### config.mk
export PLATFORM = sky130hd
export DESIGN_NAME = vga_timing_gen_flat
export DESIGN_NICKNAME = d
export VERILOG_FILES = /design/src/rtl/vga_timing_gen_if.sv /design/src/rtl/vga_timing_gen.sv /design/src/flat_wrapper.sv
export SDC_FILE = /design/constraint.sdc
export NUM_CORES = 1
export LEC_CHECK = 0
export CAP_MARGIN = 20
export CORE_MARGIN = 5
export CORE_UTILIZATION = 45
export DETAILED_ROUTE_END_ITERATION = 10
export PLACE_DENSITY = 0.75
export SYNTH_ARGS = -nofsm -noshare
export SYNTH_HDL_FRONTEND = slang
export SYNTH_SLANG_ARGS = --single-unit
### constraint.sdc
create_clock -name clk -period 3.3 [get_ports clk]
set_input_delay 0.66 -clock clk [delete_from_list [all_inputs] [get_ports clk]]
set_output_delay 0.66 -clock clk [all_outputs]
set_load 0.005 [all_outputs]
### src/rtl/vga_timing_gen_if.sv
// Raster bundle between the VGA timing generator and the pixel renderer.
// The generator drives position, decodes and pin outputs; the renderer returns rgbIn.
interface vga_timing_gen_if;
   logic        pixEn;
   logic [9:0]  hCount;
   logic [9:0]  vCount;
   logic        bright;
   logic        lineStart;
   logic        frameStart;
   logic [15:0] frameCount;
   logic [11:0] rgbIn;
   logic [11:0] rgbOut;
   logic        hSync;
   logic        vSync;

   modport master (
      output pixEn, hCount, vCount, bright, lineStart, frameStart, frameCount,
      output rgbOut, hSync, vSync,
      input  rgbIn
   );

   modport slave (
      input  pixEn, hCount, vCount, bright, lineStart, frameStart, frameCount,
      input  rgbOut, hSync, vSync,
      output rgbIn
   );
endinterface

### src/rtl/vga_timing_gen.sv
// 640x480@60 VGA raster generator: pixel-rate strobe, h/v counters, window decodes,
// and a one-pixel-delayed output stage that blanks renderer colour and drives the syncs.
module vga_timing_gen #(
   parameter int CLK_DIV     = 4,
   parameter int H_TOTAL     = 800,
   parameter int H_SYNC      = 96,
   parameter int H_VIS_START = 144,
   parameter int H_VIS_END   = 783,
   parameter int V_TOTAL     = 525,
   parameter int V_SYNC      = 2,
   parameter int V_VIS_START = 35,
   parameter int V_VIS_END   = 514
) (
   input logic              clk,
   input logic              rst_n,
   vga_timing_gen_if.master vga
);
   // A one-bit divider that never leaves zero keeps pixEn tied high when CLK_DIV is 1.
   localparam int DIV_W = (CLK_DIV > 1) ? $clog2(CLK_DIV) : 1;
   localparam logic [DIV_W-1:0] DIV_LAST = DIV_W'(CLK_DIV - 1);
   localparam logic [9:0] H_LAST  = 10'(H_TOTAL - 1);
   localparam logic [9:0] V_LAST  = 10'(V_TOTAL - 1);
   localparam logic [9:0] H_SYN_C = 10'(H_SYNC);
   localparam logic [9:0] V_SYN_C = 10'(V_SYNC);
   localparam logic [9:0] H_VS_C  = 10'(H_VIS_START);
   localparam logic [9:0] H_VE_C  = 10'(H_VIS_END);
   localparam logic [9:0] V_VS_C  = 10'(V_VIS_START);
   localparam logic [9:0] V_VE_C  = 10'(V_VIS_END);

   logic [DIV_W-1:0] div_q, div_d;
   logic [9:0]       h_q, h_d;
   logic [9:0]       v_q, v_d;
   logic [15:0]      frame_q, frame_d;
   logic [11:0]      rgb_q, rgb_d;
   logic             hsync_q, hsync_d;
   logic             vsync_q, vsync_d;
   logic             pix_en_s;
   logic             bright_s;

   assign pix_en_s = (div_q == DIV_LAST);
   assign bright_s = (h_q >= H_VS_C) && (h_q <= H_VE_C) &&
                     (v_q >= V_VS_C) && (v_q <= V_VE_C);

   // Next-state logic for divider, raster counters and the pin stage.
   always_comb begin
      div_d   = div_q;
      h_d     = h_q;
      v_d     = v_q;
      frame_d = frame_q;
      rgb_d   = rgb_q;
      hsync_d = hsync_q;
      vsync_d = vsync_q;

      if (pix_en_s) begin
         div_d = '0;
      end else begin
         div_d = div_q + DIV_W'(1);
      end

      if (pix_en_s) begin
         if (h_q == H_LAST) begin
            h_d = 10'd0;
            if (v_q == V_LAST) begin
               v_d     = 10'd0;
               frame_d = frame_q + 16'd1;
            end else begin
               v_d = v_q + 10'd1;
            end
         end else begin
            h_d = h_q + 10'd1;
         end
         // Pin stage samples the pixel being left, so it trails the counters by one pixel.
         rgb_d   = bright_s ? vga.rgbIn : 12'h000;
         hsync_d = (h_q >= H_SYN_C);
         vsync_d = (v_q >= V_SYN_C);
      end else begin
         h_d = h_q;
      end
   end

   // State registers with synchronous active-low reset.
   always_ff @(posedge clk) begin
      if (!rst_n) begin
         div_q   <= '0;
         h_q     <= 10'd0;
         v_q     <= 10'd0;
         frame_q <= 16'd0;
         rgb_q   <= 12'h000;
         hsync_q <= 1'b1;
         vsync_q <= 1'b1;
      end else begin
         div_q   <= div_d;
         h_q     <= h_d;
         v_q     <= v_d;
         frame_q <= frame_d;
         rgb_q   <= rgb_d;
         hsync_q <= hsync_d;
         vsync_q <= vsync_d;
      end
   end

   assign vga.pixEn      = pix_en_s;
   assign vga.hCount     = h_q;
   assign vga.vCount     = v_q;
   assign vga.bright     = bright_s;
   assign vga.lineStart  = (h_q == 10'd0);
   assign vga.frameStart = (h_q == 10'd0) && (v_q == 10'd0);
   assign vga.frameCount = frame_q;
   assign vga.rgbOut     = rgb_q;
   assign vga.hSync      = hsync_q;
   assign vga.vSync      = vsync_q;
endmodule

### src/flat_wrapper.sv
// flat-port wrapper written by rule: the top's interface ports become plain ports
module vga_timing_gen_flat 
#(
   parameter int CLK_DIV     = 4,
   parameter int H_TOTAL     = 800,
   parameter int H_SYNC      = 96,
   parameter int H_VIS_START = 144,
   parameter int H_VIS_END   = 783,
   parameter int V_TOTAL     = 525,
   parameter int V_SYNC      = 2,
   parameter int V_VIS_START = 35,
   parameter int V_VIS_END   = 514
)
  (clk, rst_n, vga_pixEn, vga_hCount, vga_vCount, vga_bright, vga_lineStart, vga_frameStart, vga_frameCount, vga_rgbOut, vga_hSync, vga_vSync, vga_rgbIn);
  vga_timing_gen_if vga_i ();
  input logic clk;
  input logic rst_n;
  output wire logic [$bits(vga_i.pixEn)-1:0] vga_pixEn;
  output wire logic [$bits(vga_i.hCount)-1:0] vga_hCount;
  output wire logic [$bits(vga_i.vCount)-1:0] vga_vCount;
  output wire logic [$bits(vga_i.bright)-1:0] vga_bright;
  output wire logic [$bits(vga_i.lineStart)-1:0] vga_lineStart;
  output wire logic [$bits(vga_i.frameStart)-1:0] vga_frameStart;
  output wire logic [$bits(vga_i.frameCount)-1:0] vga_frameCount;
  output wire logic [$bits(vga_i.rgbOut)-1:0] vga_rgbOut;
  output wire logic [$bits(vga_i.hSync)-1:0] vga_hSync;
  output wire logic [$bits(vga_i.vSync)-1:0] vga_vSync;
  input wire logic [$bits(vga_i.rgbIn)-1:0] vga_rgbIn;
  assign vga_pixEn = vga_i.pixEn;
  assign vga_hCount = vga_i.hCount;
  assign vga_vCount = vga_i.vCount;
  assign vga_bright = vga_i.bright;
  assign vga_lineStart = vga_i.lineStart;
  assign vga_frameStart = vga_i.frameStart;
  assign vga_frameCount = vga_i.frameCount;
  assign vga_rgbOut = vga_i.rgbOut;
  assign vga_hSync = vga_i.hSync;
  assign vga_vSync = vga_i.vSync;
  assign vga_i.rgbIn = vga_rgbIn;
  vga_timing_gen #(.CLK_DIV(CLK_DIV), .H_TOTAL(H_TOTAL), .H_SYNC(H_SYNC), .H_VIS_START(H_VIS_START), .H_VIS_END(H_VIS_END), .V_TOTAL(V_TOTAL), .V_SYNC(V_SYNC), .V_VIS_START(V_VIS_START), .V_VIS_END(V_VIS_END)) u_core (.clk(clk), .rst_n(rst_n), .vga(vga_i));
endmodule
==> run metrics <==
WHS Path Cells=1; WHS Endpoint=u_core.div_q[0]; H-tree lvl count=2; Hold Vio Cnt, Final=0; Synth Cell Area=2650 um^2; syn nets=332; ys flop type=dfxtp_1; die height=86.7 um; fin nets=387; routability cong.=0.862; Antenna Cells=0; final max-slew violation count=0; Initial Utilization=45.5%; Async SR Flop Fraction=0%; Reg2Reg Setup Slack=0.92 ns; fillers=540; Leakage=1.21 nW; biggest area consumer among synthesized cells=dfxtp_1; crit end category=output pin; Total Die Area=7510 um^2; Clock Tree Buf Depth=2; synthesis warning total=0; max_cap viols=0; syn avg cell area=8.50 um^2; start of the worst register-to-register path=u_core.div_q[0]; status=complete, no violations; DRC=0; RSZ-0062 raised after global routing=no; clock sinks=52; 1st-pass router iterations=4; number of global-route vias before repair=2,379; simple-gate share of the synthesized area=29.8%; worst-path fanout max=7; HPWL after detailed placement=4760 um; PwrDens=315 nW/um^2; io pins=68; Post-synth EDFFs=0; Yosys top cell area share=39.4%; CP Class=register to output pin; sequential share of the synthesized area=39.4%; Commonest cells post-synth=52 x dfxtp_1, 23 x clkbuf_1, 18 x nand2_1, 18 x nor2_1, 16 x and3_1; Crit path arrival time=2.53 ns; gr ovfl total=0; initial antenna violation count=0; Vias=2,556; Worst-path clk slew=0.11 ns; Synth Area in Compound Gates=17.2%; Crit path required time=2.64 ns; All-Layer GR Usage=18.5%; row count=28; max_slew headroom=49.7%; utilization after layout=59.7%; clk_skew=0.0118 ns; final wirelength=6790 um; top post-synthesis cells by area=dfxtp_1 39%, a32o_1 4.5%, and3_1 3.8%, ha_1 3.3%, nand4_1 3.3%; core box area=5820 um^2; reg2reg end=u_core.vga.frameCount[10]; Synth Register Bits=52; most common cell in the netlist=dfxtp_1; DR iter-0 viols=122; Setup Total Neg Slack=0 ns; hold wc startpoint=u_core.div_q[0]; PortBufs=67; filler-free cell count of the finished design=442; Synth-to-Final Area Change=31.2%; reg2reg path depth=5; Tot Pwr=1.09 mW; maximum clock rate=314 MHz; post-synthesis adder-cell area fraction=3.31%; final setup fails=0; DR vias/cell=5.78; Max IR drop VDD=0.000204 V; critical path startpoint category=register; layout cells sized above 1=6.27%; # hold bufs at CTS=0; synth unique cells=40; CTS root buffer=clkbuf_8; Slew @ Worst Pin=0.749 ns; Period Utilization, post-route=96.6%; CTS buffer count=5; Hold Path Class=register to register; largest family of logic cells by synthesized area=simple AND/OR/NAND/NOR gates; CTS tree=built; largest net degree at the start of global routing=27; placed insts=434; ANT nets after route=0; Tmin final=3.19 ns; chip width=86.7 um; mux share of post-synthesis cell area=0.378%; first-pass GRT wire length=11,400 um; post-synthesis xor/xnor area fraction=4.30%; Routed WL per cell=15.4 um; worst skew pair latency=0.32 ns; Gate Count Post-Synth=311
## worst max-delay path: stages, from the launching register on
cell and delay (ns):
dfxtp_2 0.36, or4_4 0.56, or4_4 0.46, o21ai_2 0.17, and2_1 0.14, clkdlybuf4s50_1 0.53
## timing repair
| action | CTS | global route |
|---|---|---|
| endpoints found under the setup margin | 0 | 2 |
| buffers inserted | 0 | 0 |
| gates resized for setup | 0 | 4 |
## cells in the final DEF, fill, tap and decap left out, drive strengths merged, types with 8 or more instances in the layout
cell	synthesis	final
inv	13	15
a32o	12	12
o41ai	8	8
a21oi	15	15
nand4	14	14
nor2	18	18
o21ai	9	9
clkdlybuf4s50	0	67
nand2	18	18
and3	17	17
or4	10	10
dfxtp	52	52
nor2b	12	12
nand2b	8	8
nand3	12	12
## routing by layer
metal | up-vias | GRT usage [%] | wire length [um]
li1 | 1269 | - | -
met1 | 1217 | 24.8 | 3150
met2 | 62 | 30.2 | 3240
met3 | 8 | 4.37 | 325
met4 | 0 | 4.67 | 65
met5 | - | 0 | 0
## worst max-delay path by stage
stage,endpoint,cells after the start,startpoint
floorplan,vga_bright,5,u_core.vga.vCount[5]
CTS,vga_bright,5,u_core.vga.vCount[5]
detailed placement,vga_bright,5,u_core.vga.vCount[5]
finish,vga_bright,5,u_core.vga.vCount[5]
global placement,vga_frameStart,4,u_core.vga.vCount[5]
global route,vga_bright,5,u_core.vga.vCount[5]
## state kept, by name (all words and copies together) (netlist names)
register / cells
u_core.vga.frameCount: 16
u_core.vga.rgbOut: 12
u_core.vga.hCount: 10
u_core.vga.vCount: 10
u_core.div_q: 2
u_core.vga.hSync: 1
u_core.vga.vSync: 1
## kinds of logic (layout without fill, tap and decap cells)
kind of cell / after synthesis / count (layout)
adder cells (fa/ha/maj): 7 / 7
buffers and inverters: 39 / 95
XOR/XNOR: 13 / 13
AND/OR/NAND/NOR: 137 / 137
multiplexers: 1 / 1
flip-flops: 52 / 52
AO/OA/AOI/OAI: 62 / 62
## through the flow
step / hold slack, ns / cell area, um^2 / setup WS [ns]
floorplan: 0.404 / 2650 / 0.729
global placement: 0.417 / 3360 / 0.342
detailed placement: 0.419 / 3360 / 0.382
CTS: 0.441 / 3450 / 0.0285
global route: 0.474 / 3470 / 0.0222
finish: 0.437 / 3470 / 0.112
## layout make-up
type                            count  area [um^2]  share of cell area (%)
Sequential cell                    52         1040                    30.0
Clock inverter                      3         25.0                   0.721
Tap cell                           75         93.8                    2.70
Timing Repair Buffer               74          723                    20.8
Clock buffer                        5         68.8                    1.98
Multi-Input combinational cell    220         1470                    42.3
Inverter                           13         48.8                    1.41
## power by group
part	switching, mW	internal (mW)
combinational	0.0332	0.0367
sequential	0.00343	0.633
clock	0.231	0.155
Note: power is estimated with default switching activity, not from simulation.
